## src/rtl/mem_port_arbiter_if.sv

```systemverilog
// mem_port_arbiter_if: fetch, data and shared-memory handshake bundle for mem_port_arbiter.
// The slave modport is the arbiter's view; master is the pipeline/memory-model view.
interface mem_port_arbiter_if #(
  parameter int AW = 32,
  parameter int DW = 32
);
  logic          if_req;
  logic [AW-1:0] if_addr;
  logic          if_abort;
  logic          if_ready;
  logic [DW-1:0] if_rdata;
  logic          stall_if;
  logic          d_req;
  logic          d_we;
  logic [AW-1:0] d_addr;
  logic [DW-1:0] d_wdata;
  logic          d_ready;
  logic [DW-1:0] d_rdata;
  logic          stall_mem;
  logic          mem_req;
  logic          mem_we;
  logic [AW-1:0] mem_addr;
  logic [DW-1:0] mem_wdata;
  logic          mem_ack;
  logic [DW-1:0] mem_rdata;

  modport slave (
    input  if_req, if_addr, if_abort, d_req, d_we, d_addr, d_wdata, mem_ack, mem_rdata,
    output if_ready, if_rdata, stall_if, d_ready, d_rdata, stall_mem,
           mem_req, mem_we, mem_addr, mem_wdata
  );

  modport master (
    output if_req, if_addr, if_abort, d_req, d_we, d_addr, d_wdata, mem_ack, mem_rdata,
    input  if_ready, if_rdata, stall_if, d_ready, d_rdata, stall_mem,
           mem_req, mem_we, mem_addr, mem_wdata
  );
endinterface

```

## src/rtl/mem_port_arbiter.sv

```systemverilog
// mem_port_arbiter: shares one single-ported memory between fetch and data ports, data first.
// Define ARB_FAIR_EN to add a starvation guard that hands a tie to fetch after STARVE_MAX data grants.
module mem_port_arbiter #(
  parameter int AW = 32,
  parameter int DW = 32
`ifdef ARB_FAIR_EN
  ,parameter int STARVE_MAX = 3
`endif
) (
  input  logic                 clk,
  input  logic                 rst,
  mem_port_arbiter_if.slave    bus
);
  typedef enum logic [2:0] {IDLE, BUSY_IF, BUSY_D, RESP_IF, RESP_D, DRAIN} state_t;

  state_t        r_state;
  logic          r_mem_req;
  logic          r_mem_we;
  logic [AW-1:0] r_mem_addr;
  logic [DW-1:0] r_mem_wdata;
  logic [DW-1:0] r_if_rdata;
  logic [DW-1:0] r_d_rdata;
  logic          r_if_rdy;
  logic          r_d_rdy;
  logic          w_fetch_pri;
  logic          w_gnt_d;
  logic          w_gnt_if;

  assign w_gnt_d  = bus.d_req & ~(w_fetch_pri & bus.if_req);
  assign w_gnt_if = bus.if_req & ~w_gnt_d;

  always_ff @(posedge clk or negedge rst) begin
    if (!rst) begin
      r_state     <= IDLE;
      r_mem_req   <= 1'b0;
      r_mem_we    <= 1'b0;
      r_mem_addr  <= '0;
      r_mem_wdata <= '0;
      r_if_rdata  <= '0;
      r_d_rdata   <= '0;
      r_if_rdy    <= 1'b0;
      r_d_rdy     <= 1'b0;
    end else begin
      case (r_state)
        IDLE: if (w_gnt_d || w_gnt_if) begin
          r_state    <= w_gnt_d ? BUSY_D : BUSY_IF;
          r_mem_req  <= 1'b1;
          r_mem_we   <= w_gnt_d & bus.d_we;
          r_mem_addr <= w_gnt_d ? bus.d_addr : bus.if_addr;
          if (w_gnt_d) r_mem_wdata <= bus.d_wdata;
        end
        // An abort coinciding with the ack needs no drain: the access is already over.
        BUSY_IF: if (bus.mem_ack) begin
          r_mem_req <= 1'b0;
          r_mem_we  <= 1'b0;
          if (bus.if_abort) r_state <= IDLE;
          else begin
            r_if_rdata <= bus.mem_rdata;
            r_if_rdy   <= 1'b1;
            r_state    <= RESP_IF;
          end
        end else if (bus.if_abort) r_state <= DRAIN;
        BUSY_D: if (bus.mem_ack) begin
          r_mem_req <= 1'b0;
          r_mem_we  <= 1'b0;
          if (!r_mem_we) r_d_rdata <= bus.mem_rdata;
          r_d_rdy   <= 1'b1;
          r_state   <= RESP_D;
        end
        RESP_IF: begin
          r_if_rdy <= 1'b0;
          r_state  <= IDLE;
        end
        RESP_D: begin
          r_d_rdy <= 1'b0;
          r_state <= IDLE;
        end
        DRAIN: if (bus.mem_ack) begin
          r_mem_req <= 1'b0;
          r_mem_we  <= 1'b0;
          r_state   <= IDLE;
        end
        default: r_state <= IDLE;
      endcase
    end
  end

`ifdef ARB_FAIR_EN
  logic [2:0] r_starve;

  assign w_fetch_pri = r_starve == 3'(STARVE_MAX);

  always_ff @(posedge clk or negedge rst) begin
    if (!rst) r_starve <= '0;
    else if (!bus.if_req || (r_state == IDLE && w_gnt_if)) r_starve <= '0;
    else if (r_state == IDLE && w_gnt_d && r_starve != 3'd7) r_starve <= r_starve + 3'd1;
  end
`else
  assign w_fetch_pri = 1'b0;
`endif

  // A flush in the response cycle suppresses the wrong-path word.
  assign bus.if_ready  = r_if_rdy & ~bus.if_abort;
  assign bus.if_rdata  = r_if_rdata;
  assign bus.stall_if  = bus.if_req & ~bus.if_ready;
  assign bus.d_ready   = r_d_rdy;
  assign bus.d_rdata   = r_d_rdata;
  assign bus.stall_mem = bus.d_req & ~bus.d_ready;
  assign bus.mem_req   = r_mem_req;
  assign bus.mem_we    = r_mem_we;
  assign bus.mem_addr  = r_mem_addr;
  assign bus.mem_wdata = r_mem_wdata;
endmodule

```

## src/flat_wrapper.sv

```systemverilog
// flat-port wrapper written by rule: the top's interface ports become plain ports
module mem_port_arbiter_flat 
#(
  parameter int AW = 32,
  parameter int DW = 32

)
  (clk, rst, bus_if_req, bus_if_addr, bus_if_abort, bus_d_req, bus_d_we, bus_d_addr, bus_d_wdata, bus_mem_ack, bus_mem_rdata, bus_if_ready, bus_if_rdata, bus_stall_if, bus_d_ready, bus_d_rdata, bus_stall_mem, bus_mem_req, bus_mem_we, bus_mem_addr, bus_mem_wdata);
  mem_port_arbiter_if #(.AW(AW), .DW(DW)) bus_i ();
  input  logic clk;
  input  logic rst;
  input wire logic [$bits(bus_i.if_req)-1:0] bus_if_req;
  input wire logic [$bits(bus_i.if_addr)-1:0] bus_if_addr;
  input wire logic [$bits(bus_i.if_abort)-1:0] bus_if_abort;
  input wire logic [$bits(bus_i.d_req)-1:0] bus_d_req;
  input wire logic [$bits(bus_i.d_we)-1:0] bus_d_we;
  input wire logic [$bits(bus_i.d_addr)-1:0] bus_d_addr;
  input wire logic [$bits(bus_i.d_wdata)-1:0] bus_d_wdata;
  input wire logic [$bits(bus_i.mem_ack)-1:0] bus_mem_ack;
  input wire logic [$bits(bus_i.mem_rdata)-1:0] bus_mem_rdata;
  output wire logic [$bits(bus_i.if_ready)-1:0] bus_if_ready;
  output wire logic [$bits(bus_i.if_rdata)-1:0] bus_if_rdata;
  output wire logic [$bits(bus_i.stall_if)-1:0] bus_stall_if;
  output wire logic [$bits(bus_i.d_ready)-1:0] bus_d_ready;
  output wire logic [$bits(bus_i.d_rdata)-1:0] bus_d_rdata;
  output wire logic [$bits(bus_i.stall_mem)-1:0] bus_stall_mem;
  output wire logic [$bits(bus_i.mem_req)-1:0] bus_mem_req;
  output wire logic [$bits(bus_i.mem_we)-1:0] bus_mem_we;
  output wire logic [$bits(bus_i.mem_addr)-1:0] bus_mem_addr;
  output wire logic [$bits(bus_i.mem_wdata)-1:0] bus_mem_wdata;
  assign bus_i.if_req = bus_if_req;
  assign bus_i.if_addr = bus_if_addr;
  assign bus_i.if_abort = bus_if_abort;
  assign bus_i.d_req = bus_d_req;
  assign bus_i.d_we = bus_d_we;
  assign bus_i.d_addr = bus_d_addr;
  assign bus_i.d_wdata = bus_d_wdata;
  assign bus_i.mem_ack = bus_mem_ack;
  assign bus_i.mem_rdata = bus_mem_rdata;
  assign bus_if_ready = bus_i.if_ready;
  assign bus_if_rdata = bus_i.if_rdata;
  assign bus_stall_if = bus_i.stall_if;
  assign bus_d_ready = bus_i.d_ready;
  assign bus_d_rdata = bus_i.d_rdata;
  assign bus_stall_mem = bus_i.stall_mem;
  assign bus_mem_req = bus_i.mem_req;
  assign bus_mem_we = bus_i.mem_we;
  assign bus_mem_addr = bus_i.mem_addr;
  assign bus_mem_wdata = bus_i.mem_wdata;
  mem_port_arbiter #(.AW(AW), .DW(DW)) u_core (.clk(clk), .rst(rst), .bus(bus_i));
endmodule
```

## config.mk

```make
export PLATFORM = sky130hd
export DESIGN_NAME = mem_port_arbiter_flat
export DESIGN_NICKNAME = d
export VERILOG_FILES = /design/src/rtl/mem_port_arbiter_if.sv /design/src/rtl/mem_port_arbiter.sv /design/src/flat_wrapper.sv
export SDC_FILE = /design/constraint.sdc
export NUM_CORES = 1
export LEC_CHECK = 0
export CORE_ASPECT_RATIO = 2
export CORE_UTILIZATION = 42
export CTS_BUF_LIST = sky130_fd_sc_hd__clkbuf_4
export DETAILED_ROUTE_END_ITERATION = 8
export PLACE_DENSITY = 0.93
export SLEW_MARGIN = 15
export SYNTH_ARGS = -nofsm -noshare
export SYNTH_HDL_FRONTEND = slang
export SYNTH_SLANG_ARGS = --single-unit
```

## constraint.sdc

```tcl
create_clock -name clk -period 2.12 [get_ports clk]
set_input_delay 0.424 -clock clk [delete_from_list [all_inputs] [get_ports clk]]
set_output_delay 0.424 -clock clk [all_outputs]
set_load 0.02 [all_outputs]
```

==> results.cfg <==
[critical_path]
worstSetupPathType = flop to primary output
crit_start = u_core.bus.d_ready$_DFFE_PN0P_
r2r_cells = 4
cp-end-kind = primary output
cp_cell_sequence = clkdlybuf4s50_1
slowest_delay_ns = 0.64
cp_data_arrival_time_ns = 1.56
start_kind = flop
worst-path-stages = 1
cp_top_family = buffers and inverters
worst_path_max_delay_cell = clkdlybuf4s50_1
r2r_start = u_core.r_state[1]$_DFFE_PN0P_
cp.required_ns = 1.70
worstPathMaxFanout = 4
crit_buf_inv = 1

[yosys]
synthCells = 351
ys_top_cells_by_area = dfrtp_1, mux2_2, buf_6, mux2_1, buf_2
synthArstFlopShare = 1.00
synth_top_area_cell = dfrtp_1
synth.net_count = 486
synth_warnings = 0
synth_area_sq_um = 5580
yosys.cell_types.count = 28
ys_seq_area_frac = 0.605
avgSynthCellArea_sq_um = 15.9
yosysMostFrequentCell = mux2_2
synth_edf_count = 0
synth_top_area_frac = 0.605
synth_top_flop_cell = dfrtp_1
yosys-top-cells-count = mux2_2, dfrtp_1, buf_2, buf_6, mux2_1
ys_seq_elements = 135

[clock_tree]
cts_root_buf = clkbuf_4
cts_tree = yes
h-tree-depth = 4
clock_latency_ns = 0.51
clockBufferDepth = 2
postCtsSetupRepairBufs = 0
cts.sinks = 135
clk_pin_slew_ns = 0.13
cts_inserted_buffers = 17

[status]
status = finished clean

[cells_and_area]
num-fill-cells = 923
final_nets = 766
fin_util = 0.677
drive_gt1_frac = 0.317
area_growth_pct = 57.5

[detailed_routing]
firstDrtPassIters = 4
wl_mm = 14.7
vias = 4019
wire_per_inst_um = 18.4
drc = 0
viasPerCell = 5.04
ant_nets = 0
drt-initial-drc-count = 81

[timing]
maxSlewHeadroom = 0.656
final.setup_skew_ns = 0.0210
finalCritPeriodShare = 0.938
grt_setup_unrepaired = false
worst_slew_pin_slew_ns = 0.516
drv_slew = 0
finalSetupTns_ns = 0
min_period_ns = 1.99
fmax_mhz = 503
hold_violations = 0
hold_slack_ns = 0.243
setup_viol = 0

[grt]
grt_pass1_wl_mm = 22.8
grt_usage = 0.216
grt_pass1_vias = 4614
gr-total-overflow = 0
grt_max_degree = 60
antenna_found_initial = 1

[min_path]
hp-start = bus_d_req
hold_depth = 3
hold_class = primary input to flop

[floorplanning]
core_area_sq_um = 13000
io_pins = 269
die_y_um = 165
row_count = 59
die_width_um = 83.5
start_util = 0.430
die_area_sq_um = 13800

[power]
power.leakage_nw = 3.61
ir_worst_vdd_uv = 1000
power.density_nw_per_um2 = 1520

[run]
cap_viol_max_count = 0

[place]
hpwl_mm = 11.4
place.port_buffers = 268
gp_congestion = 0.796
## cell families after synthesis
group	Yosys count	share of synthesized area
AO/OA/AOI/OAI	12	0.0161
buffers and inverters	22	0.0274
flip-flops	135	0.605
multiplexers	160	0.323
AND/OR/NAND/NOR	22	0.0282
## registers in the layout, indices dropped and copies added, names as in the netlist
register / cells
u_core.bus.mem_wdata: 32
u_core.r_state: 3
u_core.r_if_rdy: 1
u_core.bus.d_ready: 1
u_core.bus.if_rdata: 32
u_core.bus.d_rdata: 32
u_core.bus.mem_we: 1
u_core.bus.mem_addr: 32
u_core.bus.mem_req: 1
## layout make-up
class	instances	area, sq um	area share
Sequential cell	135	3380	0.384
Timing Repair Buffer	281	2850	0.325
Multi-Input combinational cell	194	2070	0.235
Tap cell	152	190	0.0216
Clock inverter	15	166	0.0189
Clock buffer	17	128	0.0145
Inverter	2	7.51	0.000854
Antenna cell	1	2.50	0.000285
## worst register-to-register path, stage by stage (launching register included)
cell	delay [ns]
dfrtp_1	0.69
nand2_1	0.26
nor3_4	0.21
buf_12	0.23
mux2_2	0.40
## repair_timing
item                                    CTS  global route
endpoints found under the hold margin    27             0
pin swaps                                 0             0
endpoints found under the setup margin    3             1
hold buffers                              1             0
resized for setup                         3             1
## per-stage QoR
step           cells  total power [mW]  worst slack (ns)  instance area (sq um)
5_1_grt          797              14.0            0.0229                   8790
6_report         797              13.4             0.132                   8790
2_1_floorplan    351              8.23             0.364                   5580
3_3_place_gp     763              11.4           -0.0169                   8490
4_1_cts          796              13.5            0.0118                   8790
3_5_place_dp     763              11.8           -0.0429                   8490
## worst paths after layout
| path | slack, ns | to |
|---|---|---|
| worst max-delay path | 0.13 | bus_d_ready |
| max in group asynchronous | 1.19 | u_core.bus.mem_wdata[23]$_DFFE_PN0P_ |
| worst min-delay path | 0.24 | u_core.bus.mem_we$_DFFE_PN0P_ |
| worst max register to register | 0.21 | u_core.bus.d_rdata[31]$_DFFE_PN0P_ |
| worst min register to register | 0.50 | u_core.bus.mem_addr[30]$_DFFE_PN0P_ |
| min in group asynchronous | 0.32 | u_core.bus.d_rdata[21]$_DFFE_PN0P_ |
## report_power, final
group / leakage (nW) / switching (mW) / total (mW) / internal [mW]
Combinational: 1.85 / 3.20 / 6.99 / 3.79
Clock: 0.152 / 1.02 / 1.75 / 0.727
Sequential: 1.61 / 0.744 / 4.62 / 3.87
## per-layer routing
layer,up-vias,GRT usage,part of all wire,wire [um]
li1,1823,-,-,-
met1,1982,0.203,0.33,4800
met2,179,0.419,0.58,8530
met3,35,0.0555,0.058,855
met4,0,0.120,0.033,484
met5,-,0,0,0
## cells in the final DEF (no fill, tap or decap), types with 2 or more instances in the layout
| master | count |
|---|---|
| a21oi_1 | 2 |
| buf_12 | 6 |
| buf_4 | 6 |
| bufinv_16 | 2 |
| clkbuf_4 | 17 |
| clkdlybuf4s50_1 | 262 |
| clkinv_1 | 2 |
| clkinv_4 | 3 |
| clkinvlp_4 | 2 |
| dfrtp_1 | 135 |
| dlygate4sd2_1 | 3 |
| inv_1 | 2 |
| inv_6 | 4 |
| inv_8 | 2 |
| mux2_1 | 6 |
| mux2_2 | 154 |
| nand2b_1 | 2 |
| nor2_1 | 4 |
| nor2b_1 | 5 |
| nor3_4 | 2 |
| o21ai_0 | 2 |
| o311ai_0 | 2 |
| o32ai_1 | 2 |
(Power assumes the default switching activity.)
